$ cat config.mk
export PLATFORM = sky130hd
export DESIGN_NAME = instr_encode_loader
export DESIGN_NICKNAME = d
export VERILOG_FILES = /design/src/rtl/instr_encode_loader_pkg.sv /design/src/rtl/instr_encode_loader_encoder.sv /design/src/rtl/instr_encode_loader.sv
export SDC_FILE = /design/constraint.sdc
export NUM_CORES = 1
export LEC_CHECK = 0
export ABC_AREA = 1
export BUFFER_PORTS_ARGS = -buffer_cell sky130_fd_sc_hd__buf_2
export CORE_MARGIN = 2
export CORE_UTILIZATION = 46
export CTS_CLUSTER_DIAMETER = 60
export DETAILED_ROUTE_END_ITERATION = 8
export HOLD_SLACK_MARGIN = 0.15
export PLACE_DENSITY_LB_ADDON = 0.12
export SLEW_MARGIN = 40
export SYNTH_ARGS = -nofsm -noshare
export SYNTH_HDL_FRONTEND = slang
export SYNTH_SLANG_ARGS = --single-unit
$ cat constraint.sdc
create_clock -name clk -period 1.95 [get_ports clk]
set_input_delay 0.39 -clock clk [delete_from_list [all_inputs] [get_ports clk]]
set_output_delay 0.39 -clock clk [all_outputs]
set_load 0.005 [all_outputs]
$ cat src/rtl/instr_encode_loader_pkg.sv
`default_nettype none
// ============================================================================
// Module   : instr_encode_loader_pkg
// Purpose  : Shared mnemonic codes, MIPS opcode/funct constants and loader
//            state encoding. The control-unit decoder uses the same opcode
//            and funct values, so encoder and decoder cannot drift apart.
// Revision : 1.0 - initial release
// ============================================================================
package instr_encode_loader_pkg;

    // Symbolic instruction codes carried on in_mnem
    localparam logic [3:0] MN_ADD  = 4'd0;
    localparam logic [3:0] MN_SUB  = 4'd1;
    localparam logic [3:0] MN_AND  = 4'd2;
    localparam logic [3:0] MN_OR   = 4'd3;
    localparam logic [3:0] MN_SLT  = 4'd4;
    localparam logic [3:0] MN_JR   = 4'd5;
    localparam logic [3:0] MN_LW   = 4'd6;
    localparam logic [3:0] MN_SW   = 4'd7;
    localparam logic [3:0] MN_BEQ  = 4'd8;
    localparam logic [3:0] MN_BNE  = 4'd9;
    localparam logic [3:0] MN_ADDI = 4'd10;
    localparam logic [3:0] MN_ANDI = 4'd11;
    localparam logic [3:0] MN_J    = 4'd12;
    localparam logic [3:0] MN_JAL  = 4'd13;
    localparam logic [3:0] MN_END  = 4'd14;

    // Primary opcodes
    localparam logic [5:0] OP_RTYPE = 6'b000000;
    localparam logic [5:0] OP_LW    = 6'b100011;
    localparam logic [5:0] OP_SW    = 6'b101011;
    localparam logic [5:0] OP_BEQ   = 6'b000100;
    localparam logic [5:0] OP_BNE   = 6'b000101;
    localparam logic [5:0] OP_ADDI  = 6'b001000;
    localparam logic [5:0] OP_ANDI  = 6'b001100;
    localparam logic [5:0] OP_J     = 6'b000010;
    localparam logic [5:0] OP_JAL   = 6'b000011;

    // R-type function codes
    localparam logic [5:0] FN_ADD = 6'b100000;
    localparam logic [5:0] FN_SUB = 6'b100010;
    localparam logic [5:0] FN_AND = 6'b100100;
    localparam logic [5:0] FN_OR  = 6'b100101;
    localparam logic [5:0] FN_SLT = 6'b101010;
    localparam logic [5:0] FN_JR  = 6'b001000;

    // Loader states
    typedef logic [1:0] state_t;
    localparam state_t ST_IDLE  = 2'd0;
    localparam state_t ST_LOAD  = 2'd1;
    localparam state_t ST_DONE  = 2'd2;
    localparam state_t ST_ERROR = 2'd3;

endpackage : instr_encode_loader_pkg
`default_nettype wire

$ cat src/rtl/instr_encode_loader_encoder.sv
`default_nettype none
// ============================================================================
// Module   : instr_encoder
// Purpose  : Combinational mnemonic + register/immediate fields -> 32-bit
//            MIPS word. Flags END separately and reports illegal codes or
//            I-type immediates that do not fit in 16 bits.
// Revision : 1.0 - initial release
// ============================================================================
module instr_encoder
    import instr_encode_loader_pkg::*;
(
    input  logic [3:0]  mnem,
    input  logic [4:0]  rs,
    input  logic [4:0]  rt,
    input  logic [4:0]  rd,
    input  logic [25:0] imm,
    output logic [31:0] word,
    output logic        illegal,
    output logic        is_end
);

    // An I-type immediate must be a pure 16-bit value
    logic w_imm_wide;
    assign w_imm_wide = |imm[25:16];

    // Field packing per instruction class
    always_comb begin
        word    = '0;
        illegal = 1'b0;
        is_end  = 1'b0;
        case (mnem)
            MN_ADD:  word = {OP_RTYPE, rs, rt, rd, 5'd0, FN_ADD};
            MN_SUB:  word = {OP_RTYPE, rs, rt, rd, 5'd0, FN_SUB};
            MN_AND:  word = {OP_RTYPE, rs, rt, rd, 5'd0, FN_AND};
            MN_OR:   word = {OP_RTYPE, rs, rt, rd, 5'd0, FN_OR};
            MN_SLT:  word = {OP_RTYPE, rs, rt, rd, 5'd0, FN_SLT};
            MN_JR:   word = {OP_RTYPE, rs, 5'd0, 5'd0, 5'd0, FN_JR};
            MN_LW:   begin word = {OP_LW,   rs, rt, imm[15:0]}; illegal = w_imm_wide; end
            MN_SW:   begin word = {OP_SW,   rs, rt, imm[15:0]}; illegal = w_imm_wide; end
            MN_BEQ:  begin word = {OP_BEQ,  rs, rt, imm[15:0]}; illegal = w_imm_wide; end
            MN_BNE:  begin word = {OP_BNE,  rs, rt, imm[15:0]}; illegal = w_imm_wide; end
            MN_ADDI: begin word = {OP_ADDI, rs, rt, imm[15:0]}; illegal = w_imm_wide; end
            MN_ANDI: begin word = {OP_ANDI, rs, rt, imm[15:0]}; illegal = w_imm_wide; end
            MN_J:    word = {OP_J,   imm};
            MN_JAL:  word = {OP_JAL, imm};
            MN_END:  is_end = 1'b1;
            default: illegal = 1'b1;
        endcase
    end

endmodule : instr_encoder
`default_nettype wire

$ cat src/rtl/instr_encode_loader.sv
`default_nettype none
// ============================================================================
// Module   : instr_encode_loader
// Purpose  : Accepts symbolic instructions over valid/ready, encodes them and
//            writes them to instruction memory at an auto-incrementing word
//            address. A session ends on END, on a full region or on an
//            encoding error.
// Revision : 1.0 - initial release
// ============================================================================
module instr_encode_loader
    import instr_encode_loader_pkg::*;
#(
    parameter int ADDR_W = 8,
    parameter int BASE   = 0,
    parameter int DEPTH  = 256
)
(
    input  logic              clk,
    input  logic              reset,
    input  logic              start,
    input  logic              in_valid,
    output logic              in_ready,
    input  logic [3:0]        in_mnem,
    input  logic [4:0]        in_rs,
    input  logic [4:0]        in_rt,
    input  logic [4:0]        in_rd,
    input  logic [25:0]       in_imm,
    output logic              mem_we,
    output logic [ADDR_W-1:0] mem_addr,
    output logic [31:0]       mem_wdata,
    output logic              busy,
    output logic              done,
    output logic              error,
    output logic [ADDR_W:0]   count
);

    localparam logic [ADDR_W-1:0] c_base  = ADDR_W'(BASE);
    localparam logic [ADDR_W:0]   c_depth = (ADDR_W+1)'(DEPTH);

    state_t              r_state;
    logic [ADDR_W-1:0]   r_ptr;
    logic [ADDR_W:0]     r_count;
    logic                r_we;
    logic [ADDR_W-1:0]   r_addr;
    logic [31:0]         r_wdata;
    logic                r_done;
    logic                r_error;

    logic [31:0]         w_word;
    logic                w_illegal;
    logic                w_is_end;
    logic                w_full;
    logic                w_ready;
    logic                w_accept;
    logic                w_start_ok;

    instr_encoder u_encoder (
        .mnem    (in_mnem),
        .rs      (in_rs),
        .rt      (in_rt),
        .rd      (in_rd),
        .imm     (in_imm),
        .word    (w_word),
        .illegal (w_illegal),
        .is_end  (w_is_end)
    );

    assign w_full   = (r_count >= c_depth);
    assign w_ready  = (r_state == ST_LOAD) && !w_full;
    assign w_accept = in_valid && w_ready;
    // A full LOAD session is effectively finished, so a start coinciding
    // with its final write restarts rather than being ignored.
    assign w_start_ok = start && ((r_state != ST_LOAD) || w_full);

    // Session FSM, write pointer, word counter and registered write port
    always_ff @(posedge clk or posedge reset) begin
        if (reset) begin
            r_state <= ST_IDLE;
            r_ptr   <= c_base;
            r_count <= '0;
            r_we    <= 1'b0;
            r_addr  <= '0;
            r_wdata <= '0;
            r_done  <= 1'b0;
            r_error <= 1'b0;
        end else begin
            r_we <= 1'b0;
            if (r_state == ST_LOAD) begin
                if (w_accept) begin
                    if (w_illegal) begin
                        r_state <= ST_ERROR;
                        r_error <= 1'b1;
                    end else if (w_is_end) begin
                        r_state <= ST_DONE;
                        r_done  <= 1'b1;
                    end else begin
                        r_we    <= 1'b1;
                        r_addr  <= r_ptr;
                        r_wdata <= w_word;
                        r_ptr   <= r_ptr + ADDR_W'(1);
                        r_count <= r_count + (ADDR_W+1)'(1);
                    end
                end else if (w_full) begin
                    r_state <= ST_DONE;
                    r_done  <= 1'b1;
                end
            end
            if (w_start_ok) begin
                r_state <= ST_LOAD;
                r_ptr   <= c_base;
                r_count <= '0;
                r_done  <= 1'b0;
                r_error <= 1'b0;
            end
        end
    end

    assign in_ready  = w_ready;
    assign busy      = (r_state == ST_LOAD);
    assign mem_we    = r_we;
    assign mem_addr  = r_addr;
    assign mem_wdata = r_wdata;
    assign done      = r_done;
    assign error     = r_error;
    assign count     = r_count;

endmodule : instr_encode_loader
`default_nettype wire

Word level (Yosys, flattened, before mapping)
Index checks and enable logic that the tools add are counted.

word-level totals
  logic and storage cells = 85
  output and inout bits = 54
  memory bits (read-only) = 0
  bits in writable memories = 0
  memories = 0
  bits in latches = 0
  register bits = 62

cells by class
  multiply operators = 0
  add/subtract/negate cells = 2
  shifts and indexed selects = 0
  reduce and logical (&&, ||, !) cells = 18
  div/mod/pow operators = 0
  eq/ne operators = 21
  bitwise gates (word level) = 2
  order comparisons = 1
  multiplexer cells = 33

operators by type and width
  operator                                                                  count
  32-bit case mux with 14 select lines                                      1
  9-bit 2-to-1 mux                                                          5
  8-bit 2-to-1 mux                                                          5
  4-bit == test (second input constant)                                     7
  4-bit by 3-bit == test with 1-bit output (second input constant)          4
  1-bit 2-to-1 mux                                                          15
  2-bit 2-to-1 mux                                                          6
  4-bit AND reduction                                                       3
  10-bit OR reduction                                                       1
  9-bit by 1-bit adder with 9-bit output (second input constant)            1
  9-bit greater-or-equal comparator (second input constant)                 1
  9-bit OR reduction                                                        1
  8-bit by 1-bit adder with 8-bit output (second input constant)            1
  4-bit by 2-bit == test with 1-bit output (second input constant)          2
  3-bit AND reduction                                                       2
  2-bit nonzero test                                                        3
  6-bit OR reduction                                                        1
  4-bit by 1-bit == test with 1-bit output (second input constant)          1
  4-bit logical NOT                                                         1
  2-bit inequality test (second input constant)                             2
  4-bit by 1-bit inequality test with 1-bit output (second input constant)  1
  1-bit logical AND                                                         3
  3-bit by 1-bit inequality test with 1-bit output (second input constant)  1
  3-bit inequality test (second input constant)                             1
  other kinds (7)                                                           8

Longest topological paths before layout
Gate-level depths: netlist (run 1).

  depth in word-level cells = 7
  depth in mapped cells = 10
  depth with buffers taken out = 9

Cells and area by module
From an unflattened synthesis (run 1), not the netlist that was laid out.

second synthesis, totals
  cells, all modules = 436
  area total of the unflattened synthesis = 3256.9 sq um

by module, submodules not included
  module               instances  cells each  area each (sq um)  seq. area each (sq um)
  instr_encode_loader  1          334         2752.6             1551.5
  instr_encoder        1          102         504.2              0.0

Least setup slack after synthesis (run 1)
Ideal clock, no wire load.

  path kind = register to register
  start point = reg r_count[8] (netlist: count[8])
  end point = reg r_addr[2] (netlist: mem_addr[2])
  setup slack = 0.470 ns
  path buffers = 2
  stages on the path, launching flop included = 9
  clock period less this slack = 1.480 ns
  arrival time = 1.363 ns
  setup time = 0.117 ns
  cell sequence = dfrtp_1 > nor3_2 > nand2_1 > nor2_2 > nand3_2 > buf_6 > buf_4 > nand2_1 > nand2_1

on the way
  longest elaborated chain between the ends = 5

RTL lines
  what                                  RTL line                    source
  from (decl)                           instr_encode_loader.sv:42   logic [ADDR_W:0] r_count;
  from (signal assigned)                instr_encode_loader.sv:101  r_count <= r_count + (ADDR_W+1)'(1);
  9-bit greater-or-equal comparator     instr_encode_loader.sv:68   assign w_full = (r_count >= c_depth);
  1-bit logical NOT                     instr_encode_loader.sv:69   assign w_ready = (r_state == ST_LOAD) && !w_full;
  1-bit logical AND                     instr_encode_loader.sv:69
  via in_ready                          instr_encode_loader.sv:22   output logic in_ready,
  1-bit logical AND                     instr_encode_loader.sv:70   assign w_accept = in_valid && w_ready;
  4-bit AND reduction (no source line)  -
  to (signal assigned)                  instr_encode_loader.sv:98   r_addr <= r_ptr;
  to (decl)                             instr_encode_loader.sv:44   logic [ADDR_W-1:0] r_addr;

The timed path passes the listed nets, and every way through them passes these cells.
A chain may end at the register's enable or synchronous reset.

Final worst setup path (run 1)
  start point = reg r_count[8] (netlist: count[8])
  end point = reg r_addr[4] (netlist: mem_addr[4])

on the way
  longest elaborated chain between the ends = 5

RTL lines
  what                                  RTL line
  9-bit greater-or-equal comparator     instr_encode_loader.sv:68
  1-bit logical NOT                     instr_encode_loader.sv:69
  1-bit logical AND                     instr_encode_loader.sv:69
  1-bit logical AND                     instr_encode_loader.sv:70
  4-bit AND reduction (no source line)  -

Every way passes these cells.

==> results of run 1 <==
path summary, 6_finish.rpt:
check                       startpoint       endpoint  slack, ns
hold reg to reg            mem_addr[0]    mem_addr[0]       0.47
min in group asynchronous        reset  mem_wdata[21]       0.66
setup / recovery              count[8]    mem_addr[4]       0.24
setup reg to reg              count[8]    mem_addr[4]       0.24
max in group asynchronous        reset  mem_wdata[16]       1.01
hold / removal              in_imm[10]  mem_wdata[10]       0.34
synthesized netlist by cell type, types with 4 or more instances:
library cell,number,area [um2]
buf_2,4,20.0
nor2_1,36,135
xor2_1,4,35.0
o21ai_0,28,140
dfrtp_1,61,1530
a21boi_0,5,37.5
nand3_1,33,165
nor3_1,4,20.0
a22o_1,5,43.8
a21oi_1,8,40.0
buf_6,6,67.6
inv_1,25,93.8
nand2_1,171,642
state kept, by name, summed over array words and instances (netlist names):
register and cells:
mem_wdata 31, mem_we 1, mem_addr 8, r_ptr 8
count 9, r_state 2, error 1, done 1
where the power goes:
| group | switching, mW | internal [mW] | total (mW) |
|---|---|---|---|
| Combinational | 0.800 | 0.606 | 1.41 |
| Sequential | 0.252 | 1.66 | 1.91 |
| Clock | 0.487 | 0.622 | 1.11 |
timing repair:
action	CTS	global route
hold buffers	1	0
endpoints found under the hold margin	61	0
setup buffers	0	0
final cells by class:
type                       instances  area (um2)
clock buffer                      12         145
fill                             663        2810
multi-input combinational        310        1390
tap                               80         100
timing repair buffer             109         593
clock inverter                     4        47.5
inverter                          28         110
sequential                        61        1530
layer usage:
metal  vias up  wire, um
li1       1527         -
met1      1306      3640
met3         6       351
met4         0        55
met2        62      3280
met5         -         0
cell usage in the layout (no fill, tap or decap):
master	count
xnor2_1	1
inv_6	1
o21ai_0	28
clkbuf_1	2
nand2_1	171
inv_2	2
clkinv_2	2
a21oi_1	8
nor3_1	4
ha_1	3
inv_1	24
a22o_1	5
clkbuf_8	10
clkinv_1	1
nor3_2	1
bufinv_16	1
nand3_2	1
conb_1	1
buf_2	101
dfrtp_1	61
nor2_2	1
o21ai_1	3
clkinvlp_4	1
nor3b_1	3
nand2_2	1
buf_12	2
nand3_1	33
dlygate4sd3_1	1
buf_4	5
xor2_1	4
nor2_1	36
a21boi_0	5
o22ai_1	1
worst max-delay path, cell delays in order (launching register included):
cell and delay [ns]:
dfrtp_1 0.44, nor3_2 0.22, nand2_1 0.13, nor2_2 0.14, nand3_2 0.18, buf_4 0.29
nand2_1 0.09, o21ai_0 0.07
stage by stage:
step	cells	worst slack, ns	hold slack (ns)	util (%)
6_report	604	0.243	0.342	58.2
5_1_grt	604	0.106	0.330	58.2
4_1_cts	604	0.239	0.326	58.2
3_5_place_dp	587	0.146	0.463	55.1
3_3_place_gp	587	0.206	0.457	55.1
2_1_floorplan	415	0.0470	0.442	-
cells by family (layout without fill, tap and decap cells):
family,Yosys count,in the layout,share of synthesized area [%]
adder cells (fa/ha/maj),3,3,1.19
flip-flops,61,61,48.5
buffers and inverters,44,153,7.40
AO/OA/AOI/OAI,50,50,8.99
XOR/XNOR,5,5,1.39
other,1,1,0.119
AND/OR/NAND/NOR,251,251,32.4
==> key figures, run 1 <==
Synthesis
  – Fraction of registers with async set or reset after synthesis: 100%
  – Netlist cell types: 29
  – Top FF cell, synth: dfrtp_1
  – Post-Syn Instances: 415
  – Sequential cell area fraction in the yosys report: 48.5%
  – Flops & latches, synth: 61
  – Mean Syn Cell Area: around 7.6 um2
  – Synth Cell Area: 3140 um2
  – Syn Nets: 467
  – Yosys warns: 0
  – Post-synth EDFFs: 0

Route
  – Final wirelength: 7330 um
  – 1st-iter DRT viols: 100
  – Antenna Nets Post-Route: 0
  – DRC Markers: 0
  – Via density: 4.80
  – Routed len/inst: 12.1 um
  – Vias: 2901
  – Drt pass-1 iters: 5

Critical path
  – Crit Path Max Fanout: 32
  – Crit path arrival time: around 1.9 ns
  – Startpoint Class: register
  – Critical Path Sink Type: register
  – WP data required: between 2 and 2.5 ns
  – WS Path Type: reg2reg
  – Worst reg2reg path depth: 7

Final layout
  – Nets: around 570
  – Diode count: 0
  – Final non-filler cell area: ~3900 um2
  – Share of layout cells above drive strength 1: roughly 25%
  – Syn-to-layout area delta: 24.3%

Timing
  – Clock Skew: a little over 0.009 ns
  – Final setup fails: 0
  – Final hold violation count: 0
  – Final period util: around 88%
  – RSZ-0062 raised after global routing: no
  – Shortest period the worst path allows: 1.71 ns
  – Setup Total Neg Slack: 0 ns
  – Max-slew violations: 0
  – Worst Max-Slew Pin Slew: approximately 0.49 ns
  – Fmax: approximately 590 MHz
  – Slew headroom: 66.8%

Global routing
  – Met2 global-route usage: 32.9%
  – M1 GR Usage: 27.7%
  – GR peak layer: met2
  – First-pass GRT wire length: between 10000 and 15000 um
  – Pin count of the biggest net entering global routing: 62
  – Initial antenna violation count: 0
  – GRT Total Usage: approximately a fifth
  – Overflow after GRT: 0
  – Number of global-route vias before repair: between 2000 and 3000
  – Routing usage on met3: 5.14%

CTS
  – Clk sinks: 61
  – Skew-Pair Late Insertion Delay: 0.33 ns
  – H-tree depth: 3
  – Total CTS buffers: 9
  – TritonCTS clock tree: yes
  – Max clock buf depth: 2
  – Clk root buf: clkbuf_8
  – Clock-pin slew on the worst setup and hold paths: 0.07 ns
  – Post-cts gate resize count: 0

Floorplanning
  – # IOs: 103
  – Die width: 86.7 um
  – Die Y: 86.7 um
  – Core Box Area: ~6700 um2
  – Initial core utilization: 46.8%
  – Die area: 7510 um2
  – FP Rows: 30

Power
  – Peak supply drop: between 0.5 and 0.6 mV
  – LEAKAGE: about 2.2 nW
  – Pwr per Cell Area: 1130 nW/um2
  – Pwr Total: around 4.4 mW

Placement
  – Placed Instance Area: ~3700 um2
  – Gp weighted congestion: between 0.8 and 0.9
  – I/O Buffers: between 100 and 150
  – DP HPWL: 5110 um

Run status
  – Status: finished clean

Job
  – Max-cap check violation count: 0

Min path
  – Hold Path Depth: 3
  – Min-Delay Path Class: in2reg
No activity file was read; power rests on OpenSTA's default activity.
==> run 2, diff against run 1 <==
CELL_PAD_IN_SITES_DETAIL_PLACEMENT = 0   (was unset)
CELL_PAD_IN_SITES_GLOBAL_PLACEMENT = 1   (was unset)
CORE_UTILIZATION = 32   (was 46)
==> key figures, run 2 (synthesized netlist as in run 1, its figures left out) <==
Run status
  – Status: finished clean (unchanged)

Placement
  – Pre-CTS setup slack: 0.161 ns (was 0.146 ns)
  – DP HPWL: 5960 um (was 5110 um)
  – Gp weighted congestion: 0.829 (was 0.820)
  – I/O Buffers: 101 (unchanged)
  – Placed insts: 644 (was 587)

Critical path
  – Worst R2R End: mem_wdata[18] (was mem_addr[4])
  – Critical Path Sink Type: register (unchanged)
  – Crit path arrival time: 1.89 ns (was 1.91 ns)
  – Crit. Startpoint: count[8] (unchanged)
  – Critical R2R Launch: count[8] (unchanged)
  – CP endpoint: mem_wdata[18] (was mem_addr[4])
  – Worst reg2reg path depth: 6 (was 7)
  – R2R Setup Slk: 0.30 ns (was 0.24 ns)
  – WP data required: 2.19 ns (was 2.15 ns)
  – Crit Path Max Fanout: 52 (was 32)
  – Max incr delay on CP: 0.43 ns (was 0.44 ns)
  – WS Path Type: reg2reg (unchanged)
  – Slowest library cell on the worst path: dfrtp_1 (unchanged)
  – Startpoint Class: register (unchanged)
  – Crit path cell chain: nor3_2 -> nand2_1 -> nor2_2 -> nand3_2 -> buf_12 -> o21ai_0 (was nor3_2 -> nand2_1 -> nor2_2 -> nand3_2 -> buf_4 -> nand2_1 -> o21ai_0)

Final layout
  – Diode count: 0 (unchanged)
  – # fillers: 1079 (was 663)
  – Nets: 575 (was 571)
  – Max FFs per register: 31 (unchanged)
  – Share of layout cells above drive strength 1: 25.6% (was 24.6%)
  – Commonest non-fill, non-tap cell in the layout: nand2_1 (unchanged)
  – Layout Cells excl Fill: 661 (was 604)
  – Most frequent cells in the layout: nand2_1, buf_2, dfrtp_1 (unchanged)
  – Syn-to-layout area delta: 26.8% (was 24.3%)

Timing
  – Setup Total Neg Slack: 0 ns (unchanged)
  – Final period util: 84.5% (was 87.5%)
  – Slew headroom: 61.9% (was 66.8%)
  – Worst Max-Slew Pin Slew: 0.568 ns (was 0.495 ns)
  – Setup ws final: 0.302 ns (was 0.243 ns)
  – Fmax: 607 MHz (was 586 MHz)
  – Final hold violation count: 0 (unchanged)
  – Clock Skew: 0.0125 ns (was 0.00930 ns)
  – Final setup fails: 0 (unchanged)
  – Max-slew violations: 0 (unchanged)
  – Shortest period the worst path allows: 1.65 ns (was 1.71 ns)
  – RSZ-0062 raised after global routing: no (unchanged)

Power
  – Peak supply drop: 0.471 mV (was 0.517 mV)
  – LEAKAGE: 2.21 nW (was 2.20 nW)
  – Pwr per Cell Area: 1100 nW/um2 (was 1130 nW/um2)

Global routing
  – Initial antenna violation count: 0 (unchanged)
  – First-pass GRT wire length: 13800 um (was 12300 um)
  – GRT Total Usage: 16.8% (was 20.5%)
  – Overflow after GRT: 0 (unchanged)
  – Number of global-route vias before repair: 2806 (was 2716)
  – Pin count of the biggest net entering global routing: 53 (was 62)

CTS
  – Total CTS buffers: 9 (unchanged)
  – Clk sinks: 61 (unchanged)
  – Skew-Pair Late Insertion Delay: 0.34 ns (was 0.33 ns)
  – Max clock buf depth: 2 (unchanged)
  – TritonCTS clock tree: yes (unchanged)
  – Clock-pin slew on the worst setup and hold paths: 0.08 ns (was 0.07 ns)
  – Clk root buf: clkbuf_8 (unchanged)
  – Post-cts gate resize count: 0 (unchanged)
  – H-tree depth: 3 (unchanged)

Floorplanning
  – Initial core utilization: 32.6% (was 46.8%)
  – FP Rows: 36 (was 30)
  – Die Y: 103 um (was 86.7 um)
  – Die width: 103 um (was 86.7 um)
  – # IOs: 103 (unchanged)
  – Die area: 10600 um2 (was 7510 um2)
  – Core Box Area: 9640 um2 (was 6720 um2)

Route
  – Drt pass-1 iters: 4 (was 5)
  – Routed len/inst: 12.7 um (was 12.1 um)
  – Vias: 2936 (was 2901)
  – Antenna Nets Post-Route: 0 (unchanged)
  – Via density: 4.44 (was 4.80)
  – DRC Markers: 0 (unchanged)
  – 1st-iter DRT viols: 135 (was 100)
  – Final wirelength: 8370 um (was 7330 um)

Job
  – Max-cap check violation count: 0 (unchanged)

Min path
  – Min-Delay Path Class: in2reg (unchanged)
## run 2: routing by layer
layer / share of wire (%) / GRT usage [%] / up-vias
met5: 0 / 0 / -
li1: - / - / 1530
met1: 49 / 23.0 / 1325
met2: 43 / 26.3 / 73
met4: 1.2 / 5.16 / 0
met3: 6.3 / 4.27 / 8
## run 2: critical path, delay by kind of cell (launching register included)
kind / cells / cell delay, ns
compound gates: 1 / 0.22
buf+inv: 1 / 0.25
flops: 1 / 0.43
simple gates: 4 / 0.63
## run 2: through the flow
step	area, um2	util [%]	power [mW]	hold WS [ns]
final	3990	41.4	4.38	0.326
after CTS	3990	41.4	4.45	0.319
after global routing	3990	41.4	4.74	0.339
after floorplan	3140	-	2.74	0.442
after global placement	3800	39.4	3.40	0.458
after detailed placement	3800	39.4	3.41	0.455
## run 2: final cells by class
class                      count  area [um2]  share of cell area (%)
clock inverter                 7        51.3                    1.29
clock buffer                   9         124                    3.11
tap                          133         166                    4.17
multi-input combinational    310        1390                    34.7
inverter                      28         110                    2.76
timing repair buffer         113         623                    15.6
sequential                    61        1530                    38.3
## run 2: report_power, final
part           switching [mW]  internal [mW]
Combinational           0.819          0.628
Clock                   0.545          0.464
Sequential              0.260           1.66
Total                    1.62           2.75
## run 2: worst min path at each step
stage	start	end	slack, ns	cells after the start
floorplan	r_state[0]	r_state[0]	0.44	2
global placement	reset	mem_wdata[23]	0.46	3
detailed placement	reset	mem_wdata[23]	0.45	3
CTS	in_imm[10]	mem_wdata[10]	0.32	3
global route	in_imm[9]	mem_wdata[9]	0.34	3
finish	in_imm[4]	mem_wdata[4]	0.33	3
## run 2: what timing repair did
item,in CTS,in global routing
endpoints found under the hold margin,61,0
buffers inserted,0,0
hold buffers,1,0
setup endpoints to repair,0,0
==> run 3, diff against run 2 <==
ABC_AREA = 0   (was 1)
CORE_UTILIZATION = 34   (was 32)
clock period = 1.35 ns   (was 1.95 ns; I/O delays follow)
==> key figures, run 3 <==
Timing
  – RSZ-0062 raised after global routing: yes (was no)
  – Final hold violation count: 0 (unchanged)
  – Final period util: 124% (was 84.5%)
  – Slew headroom: 61.2% (was 61.9%)
  – Final setup fails: 63 (was 0)
  – Shortest period the worst path allows: 1.68 ns (was 1.65 ns)
  – Fmax: 596 MHz (was 607 MHz)
  – Max-slew violations: 0 (unchanged)
  – Worst Max-Slew Pin Slew: 0.582 ns (was 0.568 ns)
  – Hold_ws: 0.176 ns (was 0.326 ns)
  – Setup ws final: -0.328 ns (was 0.302 ns)
  – Clock Skew: 0.0102 ns (was 0.0125 ns)

Synthesis
  – Fraction of registers with async set or reset after synthesis: 100% (unchanged)
  – Post-synthesis simple-gate area fraction: 15.3% (was 32.4%)
  – Sequential cell area fraction in the yosys report: 48.8% (was 48.5%)
  – Multiplexer area fraction after synthesis: 5.16% (was 0%)
  – Top-area cell type share of the netlist area: 48.8% (was 48.5%)
  – Adder-cell share of the synthesized area: 1.20% (was 1.19%)
  – Syn Nets: 370 (was 467)
  – Most frequent cell after synthesis: o21ai_0 (was nand2_1)
  – Post-synthesis compound-gate area fraction: 23.5% (was 8.99%)
  – Mean Syn Cell Area: 9.83 um2 (was 7.58 um2)
  – Top FF cell, synth: dfrtp_1 (unchanged)
  – Post-Syn Instances: 318 (was 415)
  – Area leader, netlist: dfrtp_1 (unchanged)
  – Post-synth EDFFs: 0 (unchanged)
  – Netlist cell types: 50 (was 29)
  – Combinational family with the most area after synthesis: compound AO/OA/AOI/OAI gates (was simple AND/OR/NAND/NOR gates)
  – Synth Cell Area: 3130 um2 (was 3140 um2)
  – Xor and xnor fraction of the mapped netlist area: 0.841% (was 1.39%)
  – Synth top area cells: dfrtp_1, o21ai_0, mux2_2, a21oi_1, nand2_1 (was dfrtp_1, nand2_1, nand3_1, o21ai_0, nor2_1)
  – Post-synth top cells: o21ai_0, dfrtp_1, nand2_1 (was nand2_1, dfrtp_1, nor2_1)
  – Flops & latches, synth: 61 (unchanged)
  – Yosys warns: 0 (unchanged)

Route
  – Via density: 5.26 (was 4.44)
  – Drt pass-1 iters: 4 (unchanged)
  – Antenna Nets Post-Route: 0 (unchanged)
  – Met2 routed WL: 4780 um (was 3610 um)
  – DRC Markers: 0 (unchanged)
  – Routed len/inst: 16.5 um (was 12.7 um)
  – 1st-iter DRT viols: 108 (was 135)
  – WL met1: 4650 um (was 4130 um)
  – Wire length on met3: 405 um (was 528 um)
  – Vias: 3155 (was 2936)
  – Final wirelength: 9930 um (was 8370 um)
  – Top routing layer used: met4 (unchanged)

Floorplanning
  – Die width: 99.9 um (was 103 um)
  – Core Box Area: 8810 um2 (was 9640 um2)
  – Initial core utilization: 35.5% (was 32.6%)
  – Die Y: 99.9 um (was 103 um)
  – # IOs: 103 (unchanged)
  – FP Rows: 34 (was 36)
  – Die area: 9980 um2 (was 10600 um2)

Final layout
  – Commonest non-fill, non-tap cell in the layout: buf_2 (was nand2_1)
  – Diode count: 0 (unchanged)
  – Max FFs per register: 31 (unchanged)
  – # fillers: 769 (was 1079)
  – Most frequent cells in the layout: buf_2, dfrtp_1, buf_4 (was nand2_1, buf_2, dfrtp_1)
  – Layout Cells excl Fill: 600 (was 661)
  – Syn-to-layout area delta: 73.0% (was 26.8%)
  – Share of layout cells above drive strength 1: 62.8% (was 25.6%)
  – Nets: 539 (was 575)

CTS
  – Max clock buf depth: 2 (unchanged)
  – Skew-Pair Late Insertion Delay: 0.34 ns (about the same)
  – Clk sinks: 61 (unchanged)
  – Total CTS buffers: 9 (unchanged)
  – Clk root buf: clkbuf_8 (unchanged)
  – H-tree depth: 3 (unchanged)
  – Clock-pin slew on the worst setup and hold paths: 0.08 ns (about the same)
  – TritonCTS clock tree: yes (unchanged)

Critical path
  – WS Path Type: reg2reg (unchanged)
  – Crit path arrival time: 1.95 ns (was 1.89 ns)
  – Startpoint Class: register (unchanged)
  – WP data required: 1.62 ns (was 2.19 ns)
  – Critical Path Sink Type: register (unchanged)
  – Crit Path Max Fanout: 9 (was 52)

Job
  – Max-cap check violation count: 0 (unchanged)

Global routing
  – Overflow after GRT: 0 (unchanged)
  – Pin count of the biggest net entering global routing: 62 (was 53)
  – Initial antenna violation count: 0 (unchanged)
  – Number of global-route vias before repair: 3201 (was 2806)
  – GRT Total Usage: 20.4% (was 16.8%)
  – First-pass GRT wire length: 16200 um (was 13800 um)

Placement
  – Placed insts: 566 (was 644)
  – I/O Buffers: 101 (unchanged)
  – Pre-CTS setup slack: -0.492 ns (was 0.161 ns)
  – Gp weighted congestion: 0.812 (was 0.829)
  – DP HPWL: 6520 um (was 5960 um)

Run status
  – Failing checks: negative setup slack
  – Status: complete, but fails checks (was finished clean)

Min path
  – Min-Delay Path Class: in2reg (unchanged)

Power
  – LEAKAGE: 2.57 nW (was 2.21 nW)
  – Pwr per Cell Area: 1600 nW/um2 (was 1100 nW/um2)
  – Peak supply drop: 0.802 mV (was 0.471 mV)
==> run 3: power by group <==
group          switching (mW)  internal [mW]
clock network           0.777           1.22
logic                    1.80           2.08
registers               0.410           2.39
total                    2.98           5.69
==> run 3: cells by family after synthesis <==
logic type,Yosys count
buffers and inverters,35
other,1
adders and majority gates,3
muxes,15
xor gates and xnor gates,3
AOI/OAI and AO/OA,120
and+or+nand+nor,80
DFF,61
==> run 3: what timing repair did <==
action | CTS | global route
setup endpoints to repair | 62 | 64
endpoints found under the hold margin | 61 | 0
gates cloned | 3 | 1
hold buffers | 1 | 0
resized for setup | 158 | 60
setup buffers | 13 | 3
pin swaps | 42 | 18
==> run 3: worst paths after layout <==
| path | startpoint | to | slack (ns) | cells after the start |
|---|---|---|---|---|
| hold / removal | in_imm[8] | mem_wdata[8] | 0.18 | 3 |
| hold reg to reg | mem_wdata[16] | mem_wdata[16] | 0.48 | 2 |
| min in group asynchronous | reset | mem_wdata[24] | 0.57 | 4 |
| max in group asynchronous | reset | mem_addr[5] | 0.50 | 4 |
| setup / recovery | count[8] | r_ptr[2] | -0.33 | 5 |
| setup reg to reg | count[8] | r_ptr[2] | -0.33 | 5 |
==> run 3: per-layer routing <==
layer / vias to the layer above / track usage (%)
met4: 0 / 4.95
met5: - / 0
met3: 9 / 3.69
met1: 1545 / 28.8
li1: 1519 / -
met2: 82 / 32.8
==> run 3: critical path, cell delays in order (launching register included) <==
cell	delay [ns]
dfrtp_1	0.41
and4bb_4	0.42
nand2_4	0.08
buf_12	0.16
or4_4	0.42
a21oi_2	0.13
==> run 3: area by class of cell <==
type                    instances  area (um2)  area share (%)
multi-input cells             223        2090            38.7
inverters                      10        46.3           0.856
clock inverters                 7         114            2.11
clock buffers                   9         124            2.29
repair buffers                182        1370            25.3
well taps                     108         135            2.50
flip-flops and latches         61        1530            28.2
==> run 3: metrics by stage <==
step / instance area [um2] / utilization [%] / TNS (ns) / power, mW
final: 5410 / 61.4 / -13.00 / 8.67
after floorplan: 3240 / - / -3.93 / 3.88
after global placement: 4230 / 48.1 / -23.19 / 5.26
after global routing: 5410 / 61.4 / -16.68 / 9.18
after detailed placement: 4230 / 48.1 / -24.32 / 5.29
after CTS: 5130 / 58.2 / -12.50 / 8.41
